==> src/rtl/l1_dcache_ctrl_pkg.sv <==
`default_nettype none
// ============================================================================
//  Module  : l1_dcache_ctrl_pkg
//  Purpose : Shared constants and types for the L1 data-cache controller:
//            processor/memory request encoding (IOSTATE), default address
//            and word widths, controller FSM state encoding, and the
//            saturating counter helper used by the optional statistics.
//  Ports   : none (package)
//  Options : L1_DCACHE_STATS_EN (consumers only; nothing here is gated)
//  Rev     : 1.0  initial release
// ============================================================================
package l1_dcache_ctrl_pkg;

    // Request encoding shared by the processor port and the memory port.
    // 2'd3 is not a legal request and is treated like IDLE by the cache.
    localparam int                   IOSTATE_W = 2;
    localparam logic [IOSTATE_W-1:0] IO_IDLE   = 2'd0;
    localparam logic [IOSTATE_W-1:0] IO_RD     = 2'd1;
    localparam logic [IOSTATE_W-1:0] IO_WT     = 2'd2;

    localparam int DC_ADDR_W  = 8;
    localparam int DC_WORD_W  = 8;
    localparam int DC_INDEX_W = 4;

    localparam int STATE_W = 3;
    typedef enum logic [STATE_W-1:0] {
        ST_IDLE   = 3'd0,
        ST_LOOKUP = 3'd1,
        ST_FILL   = 3'd2,
        ST_WRITE  = 3'd3,
        ST_RESP   = 3'd4
    } state_t;

    localparam int CNT_W = 16;

    // Increment that sticks at all-ones instead of wrapping.
    function automatic logic [CNT_W-1:0] sat_inc(input logic [CNT_W-1:0] v);
        return (v == {CNT_W{1'b1}}) ? v : v + 1'b1;
    endfunction

endpackage
`default_nettype wire

==> src/rtl/l1_dcache_ctrl_if.sv <==
`default_nettype none
// ============================================================================
//  Module  : l1_dcache_ctrl_if
//  Purpose : Bundles the processor-side and memory-side handshake of the
//            L1 data cache.
//  Signals : cpu_rw/cpu_addr/cpu_wdata   request from the processor
//            cpu_rdata/cpu_rd_en/cpu_wt_en  completion back to the processor
//            mem_rw/mem_addr/mem_wdata   request to main memory
//            mem_rd_done/mem_wt_done/mem_rdata  completion from main memory
//  Modports: slave  - the cache controller
//            master - the environment (processor + memory)
//  Rev     : 1.0  initial release
// ============================================================================
interface l1_dcache_ctrl_if #(
    parameter int ADDR_W = l1_dcache_ctrl_pkg::DC_ADDR_W,
    parameter int WORD_W = l1_dcache_ctrl_pkg::DC_WORD_W
) ();
    logic [l1_dcache_ctrl_pkg::IOSTATE_W-1:0] cpu_rw;
    logic [ADDR_W-1:0]                        cpu_addr;
    logic [WORD_W-1:0]                        cpu_wdata;
    logic [WORD_W-1:0]                        cpu_rdata;
    logic                                     cpu_rd_en;
    logic                                     cpu_wt_en;
    logic [l1_dcache_ctrl_pkg::IOSTATE_W-1:0] mem_rw;
    logic [ADDR_W-1:0]                        mem_addr;
    logic [WORD_W-1:0]                        mem_wdata;
    logic                                     mem_rd_done;
    logic                                     mem_wt_done;
    logic [WORD_W-1:0]                        mem_rdata;

    modport slave (
        input  cpu_rw, cpu_addr, cpu_wdata, mem_rd_done, mem_wt_done, mem_rdata,
        output cpu_rdata, cpu_rd_en, cpu_wt_en, mem_rw, mem_addr, mem_wdata
    );

    modport master (
        output cpu_rw, cpu_addr, cpu_wdata, mem_rd_done, mem_wt_done, mem_rdata,
        input  cpu_rdata, cpu_rd_en, cpu_wt_en, mem_rw, mem_addr, mem_wdata
    );
endinterface
`default_nettype wire

==> src/rtl/l1_dcache_ctrl_array.sv <==
`default_nettype none
// ============================================================================
//  Module  : l1_dcache_array
//  Purpose : Valid/tag/data storage for a direct-mapped cache with one word
//            per line. Combinational read port, synchronous write port.
//            Reset clears only the valid bits; tag/data are don't-care
//            while their line is invalid.
//  Ports   : clk, reset           clock, synchronous active-high reset
//            i_rd_index           line selected for lookup
//            o_rd_valid/tag/data  contents of that line (combinational)
//            i_we, i_wr_index/tag/data  line write (sets valid)
//  Rev     : 1.0  initial release
// ============================================================================
module l1_dcache_array #(
    parameter int INDEX_W = 4,
    parameter int TAG_W   = 4,
    parameter int WORD_W  = 8
) (
    input  wire logic               clk,
    input  wire logic               reset,
    input  wire logic [INDEX_W-1:0] i_rd_index,
    output logic                    o_rd_valid,
    output logic [TAG_W-1:0]        o_rd_tag,
    output logic [WORD_W-1:0]       o_rd_data,
    input  wire logic               i_we,
    input  wire logic [INDEX_W-1:0] i_wr_index,
    input  wire logic [TAG_W-1:0]   i_wr_tag,
    input  wire logic [WORD_W-1:0]  i_wr_data
);
    localparam int LINES = 1 << INDEX_W;

    logic [LINES-1:0]  r_valid;
    logic [TAG_W-1:0]  r_tag  [LINES];
    logic [WORD_W-1:0] r_data [LINES];

    always_ff @(posedge clk) begin
        if (reset) begin
            r_valid <= '0;
        end else if (i_we) begin
            r_valid[i_wr_index] <= 1'b1;
        end
    end

    always_ff @(posedge clk) begin
        if (i_we) begin
            r_tag[i_wr_index]  <= i_wr_tag;
            r_data[i_wr_index] <= i_wr_data;
        end
    end

    assign o_rd_valid = r_valid[i_rd_index];
    assign o_rd_tag   = r_tag[i_rd_index];
    assign o_rd_data  = r_data[i_rd_index];
endmodule
`default_nettype wire

==> src/rtl/l1_dcache_ctrl.sv <==
`default_nettype none
// ============================================================================
//  Module  : l1_dcache_ctrl
//  Purpose : Direct-mapped, write-through, no-write-allocate L1 data cache.
//            Transparent to the processor: same request/complete handshake
//            as a bare memory. Read hits complete without a memory access;
//            every write is forwarded to memory and updates the line only
//            if it is already cached.
//  Ports   : clk, reset  clock, synchronous active-high reset
//            bus         l1_dcache_ctrl_if.slave (processor + memory sides)
//            hit_cnt, miss_cnt  read lookup statistics (optional)
//  Options : L1_DCACHE_STATS_EN adds the hit_cnt/miss_cnt outputs.
//  Rev     : 1.0  initial release
// ============================================================================
module l1_dcache_ctrl
    import l1_dcache_ctrl_pkg::*;
#(
    parameter int ADDR_W  = DC_ADDR_W,
    parameter int WORD_W  = DC_WORD_W,
    parameter int INDEX_W = DC_INDEX_W
) (
    input  wire logic          clk,
    input  wire logic          reset,
    l1_dcache_ctrl_if.slave    bus
`ifdef L1_DCACHE_STATS_EN
    ,
    output logic [CNT_W-1:0]   hit_cnt,
    output logic [CNT_W-1:0]   miss_cnt
`endif
);
    localparam int TAG_W = ADDR_W - INDEX_W;

    state_t              r_state;
    logic [IOSTATE_W-1:0] r_op;
    logic [ADDR_W-1:0]   r_addr;
    logic [WORD_W-1:0]   r_wdata;

    logic [WORD_W-1:0]    r_cpu_rdata;
    logic                 r_cpu_rd_en;
    logic                 r_cpu_wt_en;
    logic [IOSTATE_W-1:0] r_mem_rw;
    logic [ADDR_W-1:0]    r_mem_addr;
    logic [WORD_W-1:0]    r_mem_wdata;

    logic                w_line_valid;
    logic [TAG_W-1:0]    w_line_tag;
    logic [WORD_W-1:0]   w_line_data;
    logic                w_hit;
    logic                w_arr_we;
    logic [WORD_W-1:0]   w_arr_wdata;

    // Lookup always uses the latched address, so the array output is stable
    // for the whole transaction regardless of what the CPU does to its bus.
    assign w_hit = w_line_valid && (w_line_tag == r_addr[ADDR_W-1:INDEX_W]);

    // A fill always allocates; a write only refreshes a line that is
    // already resident (no allocate on write miss).
    assign w_arr_we    = ((r_state == ST_FILL)  && bus.mem_rd_done) ||
                         ((r_state == ST_WRITE) && bus.mem_wt_done && w_hit);
    assign w_arr_wdata = (r_state == ST_FILL) ? bus.mem_rdata : r_wdata;

    l1_dcache_array #(
        .INDEX_W (INDEX_W),
        .TAG_W   (TAG_W),
        .WORD_W  (WORD_W)
    ) u_array (
        .clk        (clk),
        .reset      (reset),
        .i_rd_index (r_addr[INDEX_W-1:0]),
        .o_rd_valid (w_line_valid),
        .o_rd_tag   (w_line_tag),
        .o_rd_data  (w_line_data),
        .i_we       (w_arr_we),
        .i_wr_index (r_addr[INDEX_W-1:0]),
        .i_wr_tag   (r_addr[ADDR_W-1:INDEX_W]),
        .i_wr_data  (w_arr_wdata)
    );

    always_ff @(posedge clk) begin
        if (reset) begin
            r_state     <= ST_IDLE;
            r_op        <= IO_IDLE;
            r_addr      <= '0;
            r_wdata     <= '0;
            r_cpu_rdata <= '0;
            r_cpu_rd_en <= 1'b0;
            r_cpu_wt_en <= 1'b0;
            r_mem_rw    <= IO_IDLE;
            r_mem_addr  <= '0;
            r_mem_wdata <= '0;
        end else begin
            case (r_state)
                ST_IDLE: begin
                    if (bus.cpu_rw == IO_RD || bus.cpu_rw == IO_WT) begin
                        r_op    <= bus.cpu_rw;
                        r_addr  <= bus.cpu_addr;
                        r_wdata <= bus.cpu_wdata;
                        r_state <= ST_LOOKUP;
                    end
                end
                ST_LOOKUP: begin
                    if (r_op == IO_RD) begin
                        if (w_hit) begin
                            r_cpu_rdata <= w_line_data;
                            r_cpu_rd_en <= 1'b1;
                            r_state     <= ST_RESP;
                        end else begin
                            r_mem_rw    <= IO_RD;
                            r_mem_addr  <= r_addr;
                            r_state     <= ST_FILL;
                        end
                    end else begin
                        r_mem_rw    <= IO_WT;
                        r_mem_addr  <= r_addr;
                        r_mem_wdata <= r_wdata;
                        r_state     <= ST_WRITE;
                    end
                end
                ST_FILL: begin
                    if (bus.mem_rd_done) begin
                        r_cpu_rdata <= bus.mem_rdata;
                        r_cpu_rd_en <= 1'b1;
                        r_mem_rw    <= IO_IDLE;
                        r_state     <= ST_RESP;
                    end
                end
                ST_WRITE: begin
                    if (bus.mem_wt_done) begin
                        r_cpu_wt_en <= 1'b1;
                        r_mem_rw    <= IO_IDLE;
                        r_state     <= ST_RESP;
                    end
                end
                ST_RESP: begin
                    // The requester drops cpu_rw on the edge it samples the
                    // pulse, so nothing is accepted here.
                    r_cpu_rd_en <= 1'b0;
                    r_cpu_wt_en <= 1'b0;
                    r_state     <= ST_IDLE;
                end
                default: r_state <= ST_IDLE;
            endcase
        end
    end

    assign bus.cpu_rdata = r_cpu_rdata;
    assign bus.cpu_rd_en = r_cpu_rd_en;
    assign bus.cpu_wt_en = r_cpu_wt_en;
    assign bus.mem_rw    = r_mem_rw;
    assign bus.mem_addr  = r_mem_addr;
    assign bus.mem_wdata = r_mem_wdata;

`ifdef L1_DCACHE_STATS_EN
    logic [CNT_W-1:0] r_hit_cnt;
    logic [CNT_W-1:0] r_miss_cnt;

    // Only read lookups are counted; writes never consult the hit result
    // for the processor response.
    always_ff @(posedge clk) begin
        if (reset) begin
            r_hit_cnt  <= '0;
            r_miss_cnt <= '0;
        end else if (r_state == ST_LOOKUP && r_op == IO_RD) begin
            if (w_hit) begin
                r_hit_cnt  <= sat_inc(r_hit_cnt);
            end else begin
                r_miss_cnt <= sat_inc(r_miss_cnt);
            end
        end
    end

    assign hit_cnt  = r_hit_cnt;
    assign miss_cnt = r_miss_cnt;
`endif
endmodule
`default_nettype wire

==> src/flat_wrapper.sv <==
// flat-port wrapper written by rule: the top's interface ports become plain ports
module l1_dcache_ctrl_flat import l1_dcache_ctrl_pkg::*;
#(
    parameter int ADDR_W  = DC_ADDR_W,
    parameter int WORD_W  = DC_WORD_W,
    parameter int INDEX_W = DC_INDEX_W
)
  (clk, reset, bus_cpu_rw, bus_cpu_addr, bus_cpu_wdata, bus_mem_rd_done, bus_mem_wt_done, bus_mem_rdata, bus_cpu_rdata, bus_cpu_rd_en, bus_cpu_wt_en, bus_mem_rw, bus_mem_addr, bus_mem_wdata);
  l1_dcache_ctrl_if #(.ADDR_W(ADDR_W), .WORD_W(WORD_W)) bus_i ();
  input  wire logic clk;
  input  wire logic reset;
  input wire logic [$bits(bus_i.cpu_rw)-1:0] bus_cpu_rw;
  input wire logic [$bits(bus_i.cpu_addr)-1:0] bus_cpu_addr;
  input wire logic [$bits(bus_i.cpu_wdata)-1:0] bus_cpu_wdata;
  input wire logic [$bits(bus_i.mem_rd_done)-1:0] bus_mem_rd_done;
  input wire logic [$bits(bus_i.mem_wt_done)-1:0] bus_mem_wt_done;
  input wire logic [$bits(bus_i.mem_rdata)-1:0] bus_mem_rdata;
  output wire logic [$bits(bus_i.cpu_rdata)-1:0] bus_cpu_rdata;
  output wire logic [$bits(bus_i.cpu_rd_en)-1:0] bus_cpu_rd_en;
  output wire logic [$bits(bus_i.cpu_wt_en)-1:0] bus_cpu_wt_en;
  output wire logic [$bits(bus_i.mem_rw)-1:0] bus_mem_rw;
  output wire logic [$bits(bus_i.mem_addr)-1:0] bus_mem_addr;
  output wire logic [$bits(bus_i.mem_wdata)-1:0] bus_mem_wdata;
  assign bus_i.cpu_rw = bus_cpu_rw;
  assign bus_i.cpu_addr = bus_cpu_addr;
  assign bus_i.cpu_wdata = bus_cpu_wdata;
  assign bus_i.mem_rd_done = bus_mem_rd_done;
  assign bus_i.mem_wt_done = bus_mem_wt_done;
  assign bus_i.mem_rdata = bus_mem_rdata;
  assign bus_cpu_rdata = bus_i.cpu_rdata;
  assign bus_cpu_rd_en = bus_i.cpu_rd_en;
  assign bus_cpu_wt_en = bus_i.cpu_wt_en;
  assign bus_mem_rw = bus_i.mem_rw;
  assign bus_mem_addr = bus_i.mem_addr;
  assign bus_mem_wdata = bus_i.mem_wdata;
  l1_dcache_ctrl #(.ADDR_W(ADDR_W), .WORD_W(WORD_W), .INDEX_W(INDEX_W)) u_core (.clk(clk), .reset(reset), .bus(bus_i));
endmodule
==> config.mk <==
export PLATFORM = sky130hd
export DESIGN_NAME = l1_dcache_ctrl_flat
export DESIGN_NICKNAME = d
export VERILOG_FILES = /design/src/rtl/l1_dcache_ctrl_pkg.sv /design/src/rtl/l1_dcache_ctrl_if.sv /design/src/rtl/l1_dcache_ctrl_array.sv /design/src/rtl/l1_dcache_ctrl.sv /design/src/flat_wrapper.sv
export SDC_FILE = /design/constraint.sdc
export NUM_CORES = 1
export LEC_CHECK = 0
export CORE_MARGIN = 8
export CORE_UTILIZATION = 40
export DETAILED_ROUTE_END_ITERATION = 6
export PLACE_DENSITY = 0.62
export SLEW_MARGIN = 20
export SYNTH_ARGS = -nofsm -noshare
export SYNTH_HDL_FRONTEND = slang
export SYNTH_SLANG_ARGS = --single-unit
==> constraint.sdc <==
create_clock -name clk -period 4.35 [get_ports clk]
set_input_delay 0.435 -clock clk [delete_from_list [all_inputs] [get_ports clk]]
set_output_delay 0.435 -clock clk [all_outputs]
set_load 0.005 [all_outputs]
# Word level (Yosys, flattened, before mapping)
# Memories as Yosys holds them, arrays and structs flattened. A register that Yosys moved wholly into a read port is not among the register bits.
# Cells that the tools add are included.
# classes
eq_ne,15
muxes,34
magnitude_cmp,2
n_bitwise,2
n_reduce_logical,20
# ops
cell,count
8-bit 2-to-1 mux,6
4-bit 2-to-1 mux,4
16-bit bitwise OR,1
8-bit one-hot mux with 2 select lines,1
3-bit 2-to-1 mux,5
3-bit one-hot mux with 4 select lines,1
4-bit AND reduction,3
1-bit 2-to-1 mux,8
2-bit 2-to-1 mux,4
2-bit AND reduction,4
3-bit by 2-bit equality test with 1-bit output (second input constant),2
2-bit by 1-bit != test with 1-bit output (second input constant),3
2-bit != test (second input constant),3
2-bit one-hot mux with 3 select lines,1
3-bit nonzero test,2
1-bit logical AND,5
4-bit by 5-bit less-than comparator with 1-bit output (second input constant),1
1-bit binary-select mux with 4-bit select,1
1-bit demux with 4-bit select,1
2-bit by 1-bit equality test with 1-bit output (second input constant),2
4-bit equality test,1
4-bit by 1-bit >= comparator with 1-bit output (second input constant),1
2-bit nonzero test,2
3-bit by 1-bit equality test with 1-bit output (second input constant),1
other kinds (9),10
# totals
memories,2
word_cells,86
ff_bits,65
output_inout_bits,28
mem_bits_rw,192
in_bits,30
# mem_list
name,depth,width,read_ports,rd_ports_with_merged_regs,wr,line_no,text
u_core.u_array.r_data,16,8,1,1,1,l1_dcache_ctrl_array.sv:34,logic [WORD_W-1:0] r_data [LINES];
u_core.u_array.r_tag,16,4,1,1,1,l1_dcache_ctrl_array.sv:33,logic [TAG_W-1:0] r_tag [LINES];

# Depth between registers and ports, before layout
# depth
depth_word,7
mapped_depth,10
depth_no_buf,7

# By module
# Synthesis repeated with hierarchy kept, for this count alone.
# unflattened
hier_cells,622
area_unflattened_um2,10343.7
# by_module_without_submodules
mod,area_per_inst_um2,seq_area_each_um2,cells_per_inst,instances
l1_dcache_array,8010.2,6085.8,375,1
l1_dcache_ctrl,2333.5,980.9,247,1

# Least setup slack after synthesis
# No wires, ideal clock.
# synth_timing
path_type,register to register
from,reg (tool-made name)
to,"mem u_core.u_array.r_data[11][0], enable pin"
stages_incl_launch_ff,10
setup_ps,396
t_arrival_ps,3333
path_buffers,2
path_slack_ps,621
required_time_ps,3954
period_less_slack_ps,3729
path_cell_list,dfxtp_1 buf_2 buf_2 mux4_2 mux4_2 xnor2_1 o31ai_1 nor3_2 a31oi_1 nor3_1
# synth_lines
item,line_no
"end, declared",l1_dcache_ctrl_array.sv:34

==> results.md <==
* Status: complete, no violations
* RSZ-0062 raised after global routing: no
* I/O Buffers at between 50 and 60
* Via count at just over 6,000
* Tcrit/Tclk final at 82.7%
* CTS Hold Bufs at 0
* Final worst setup slack at approximately 0.75 ns
* Largest net degree at the start of global routing at 55
* P&R area growth vs syn at 18.4%
* CTS Buf Count at 27
* Maxcap violations at 0
* Setup Buffers After CTS at 0
* Synth async-reset ratio at 0%
* Most frequent cells after synthesis: 192 x edfxtp_1, 69 x dfxtp_1, 60 x nand2_1
* Syn_area_per_cell at roughly 16 sq um
* Synth Instances at about 670
* Ys Warns at 0
* Pleak at 4.03 nW
* Max Clk Rate at approximately 280 MHz
* Vias in the first global route at 6,154
* Net Count, Synth at 697
* Number of inserted diodes at 0
* Slew HR at between 30% and 40%
* Final TNS setup at 0 ns
* DR vias/cell at 5.69
* DRT Wirelength at approximately 26,000 um
* PwrDens at ~550 nW/um^2
* Design area at 12,500 sq um
* ANT nets after route at 0
* Fin. max-slew vios at 0
* First-pass GRT wire length at between 30,000 and 40,000 um
* Post_cts resized at 0
* HPWL after DPL at 18,200 um
* Hold Path Class: reg -> reg
* Clock Tree Buf Depth at 3
* Total die area at 31,900 sq um
* Largest family of logic cells by synthesized area: multiplexers
* # setup viols final at 0
* Simple-gate portion of the synthesized area at approximately 7.9%
* Initial antenna violation count at 0
* Worst clock skew at ~0.024 ns
* Share of cells above drive strength 1 at 24.1%
* Pre-antenna DRT Iters at 5
* Width of the die at 179 um
* Chip height at ~180 um
* Sw power at ~0.0020 W
* Sequential Power Share at 46.1%
* Netlist area before placement at 10,600 sq um
* Std-Cell Rows at ~60
* Multiplexer area fraction after synthesis at 16.2%
* Clock transition at the registers of the reported paths at ~0.060 ns
* Pre-CTS setup slack at 0.763 ns
* Final Hold Viols at 0
* Tmin final at roughly 3.6 ns
* Seq/Total Area, Yosys at between 60% and 70%
* Adder-cell share of the synthesized area at 0%
* Fill cell count at about 2,200
* Avg WL per Cell at around 24 um
* CP startpoint kind: flop
* Area fraction in compound gates after synthesis at 6.05%
* TritonCTS clock tree: yes
* Worst slew pin tran at about 0.94 ns
* Sw frac at between 20% and 30%
* Worst EP arrival at 3.81 ns
* CP Max Fanout at 21
* CP Data Required Time at 4.56 ns
* Critical Path Sink Type: flop
* RD Place Congestion at approximately 0.86
* Pint at about 0.0049 W
* Starting density of the core at 40.6%
* Ranking of synthesized cells by area: edfxtp_1 54%, dfxtp_1 13%, mux4_2 12%, mux2i_1 2.6%, nand2b_1 2.4%
* Post-Synth XOR/XNOR Area at 0.331%
* EDFF count, synth at 192
* R2R cell count at 9
* Top-count cell post-synth: edfxtp_1
* DP Area at approximately 12,000 sq um
* Post-synth top area share at roughly 54%
* Worst IR Drop VDD at roughly 0.41 mV
* Worst Hold Depth at 2
* CTS H-tree depth at 1
* # nets final at 766
* Tot Pwr at 0.00689 W
* Post-synthesis cell type count at approximately 40
* Global route overflow at 0
* Remaining DRCs at 0
* Area leader, netlist: edfxtp_1
* Root buf cell: clkbuf_16
* Clk network pwr share at 31.5%
* Critical path type: reg -> reg
* Clk_lat worst skew at around 0.53 ns
* Core ar. at around 26,000 sq um
* Logic pwr share at about 23%
* Drt first-iter violations at a little under 600
* Total Routing Usage GR at 16.3%
* #FFs+latches synth at 261
* Main flop type after synthesis: edfxtp_1
* Hold Crit Start: u_core.u_array.r_valid[6]
* CTS Sinks at 261
* IO Pins at 58
-- worst max-delay path: stages, from the launching register on --
cell	delay [ns]
dfxtp_2	0.79
mux4_2	0.60
mux4_2	0.48
xnor2_1	0.14
nand2_1	0.10
nor3_2	0.34
a31oi_1	0.14
buf_4	0.23
nor3_2	0.21
buf_4	0.25
-- layout by cell type (no fill, tap or decap), types with 6 or more instances in the layout --
| cell type | instances |
|---|---|
| clkbuf_16 | 28 |
| nor2_1 | 19 |
| mux2i_1 | 28 |
| clkbuf_1 | 8 |
| o41ai_2 | 14 |
| mux2_2 | 17 |
| edfxtp_1 | 192 |
| clkdlybuf4s50_1 | 56 |
| mux4_2 | 55 |
| nor3_2 | 17 |
| nor2b_1 | 13 |
| buf_4 | 32 |
| dfxtp_1 | 66 |
| o22ai_1 | 8 |
| clkbuf_8 | 6 |
| nand2_1 | 60 |
| nand2b_1 | 40 |
| a21oi_1 | 40 |
-- cell families (layout without fill, tap and decap cells) --
logic type                count (synthesis)  after routing
DFF                                     261            261
and+or+nand+nor                         167            167
muxes                                   100            100
AOI/OAI and AO/OA                        83             83
buffers and inverters                    52            141
xor gates and xnor gates                  4              4
-- routing by layer --
layer	vias up	share of wire, %	global-route usage, %
li1	2705	-	-
met1	3242	45	22.7
met5	-	0	0
met3	39	5.2	2.65
met2	224	48	26.1
met4	0	2.2	4.31
-- stage by stage --
step	cells	hold WS [ns]	utilization [%]
final	1091	0.457	48.1
after global routing	1091	0.477	48.1
after CTS	1091	0.462	48.1
after detailed placement	1042	0.446	44.9
after global placement	1042	0.438	44.9
after floorplan	667	0.422	-
-- sequential cells by signal, summed over array words and instances, names as in the netlist, named ones only --
| name | count |
|---|---|
| u_core.bus.cpu_rd_en | 1 |
| u_core.bus.cpu_rdata | 8 |
| u_core.bus.cpu_wt_en | 1 |
| u_core.bus.mem_addr | 8 |
| u_core.bus.mem_rw | 2 |
| u_core.bus.mem_wdata | 8 |
| u_core.r_addr | 8 |
| u_core.r_op | 2 |
| u_core.r_state | 3 |
| u_core.r_wdata | 8 |
| u_core.u_array.r_data | 128 |
| u_core.u_array.r_tag | 64 |
| u_core.u_array.r_valid | 16 |
-- path summary, 6_finish.rpt --
| kind | slack (ns) | to |
|---|---|---|
| worst max-delay path | 0.75 | u_core.u_array.r_tag[7][3] |
| worst min-delay path | 0.46 | u_core.u_array.r_valid[6] |
| worst max register to register | 0.75 | u_core.u_array.r_tag[7][3] |
| worst min register to register | 0.46 | u_core.u_array.r_valid[6] |
-- layout make-up --
cell class                      count  area, sq um  area share (%)
Sequential cell                   261         7150            57.1
Multi-Input combinational cell    354         3300            26.4
Clock buffer                       42          813            6.49
Timing Repair Buffer               89          806            6.43
Tap cell                          335          419            3.34
Clock inverter                      7         30.0           0.240
Inverter                            3         11.3          0.0898
-- power groups by stage --
stage | registers, W | clock network [W] | logic (W)
global placement | 0.00322 | 0 | 0.00152
global route | 0.00319 | 0.00231 | 0.00165
floorplan | 0.00310 | 0 | 0.00106
detailed placement | 0.00322 | 0 | 0.00154
finish | 0.00317 | 0.00217 | 0.00155
CTS | 0.00317 | 0.00220 | 0.00155
Power figures use the tool's default switching activity.
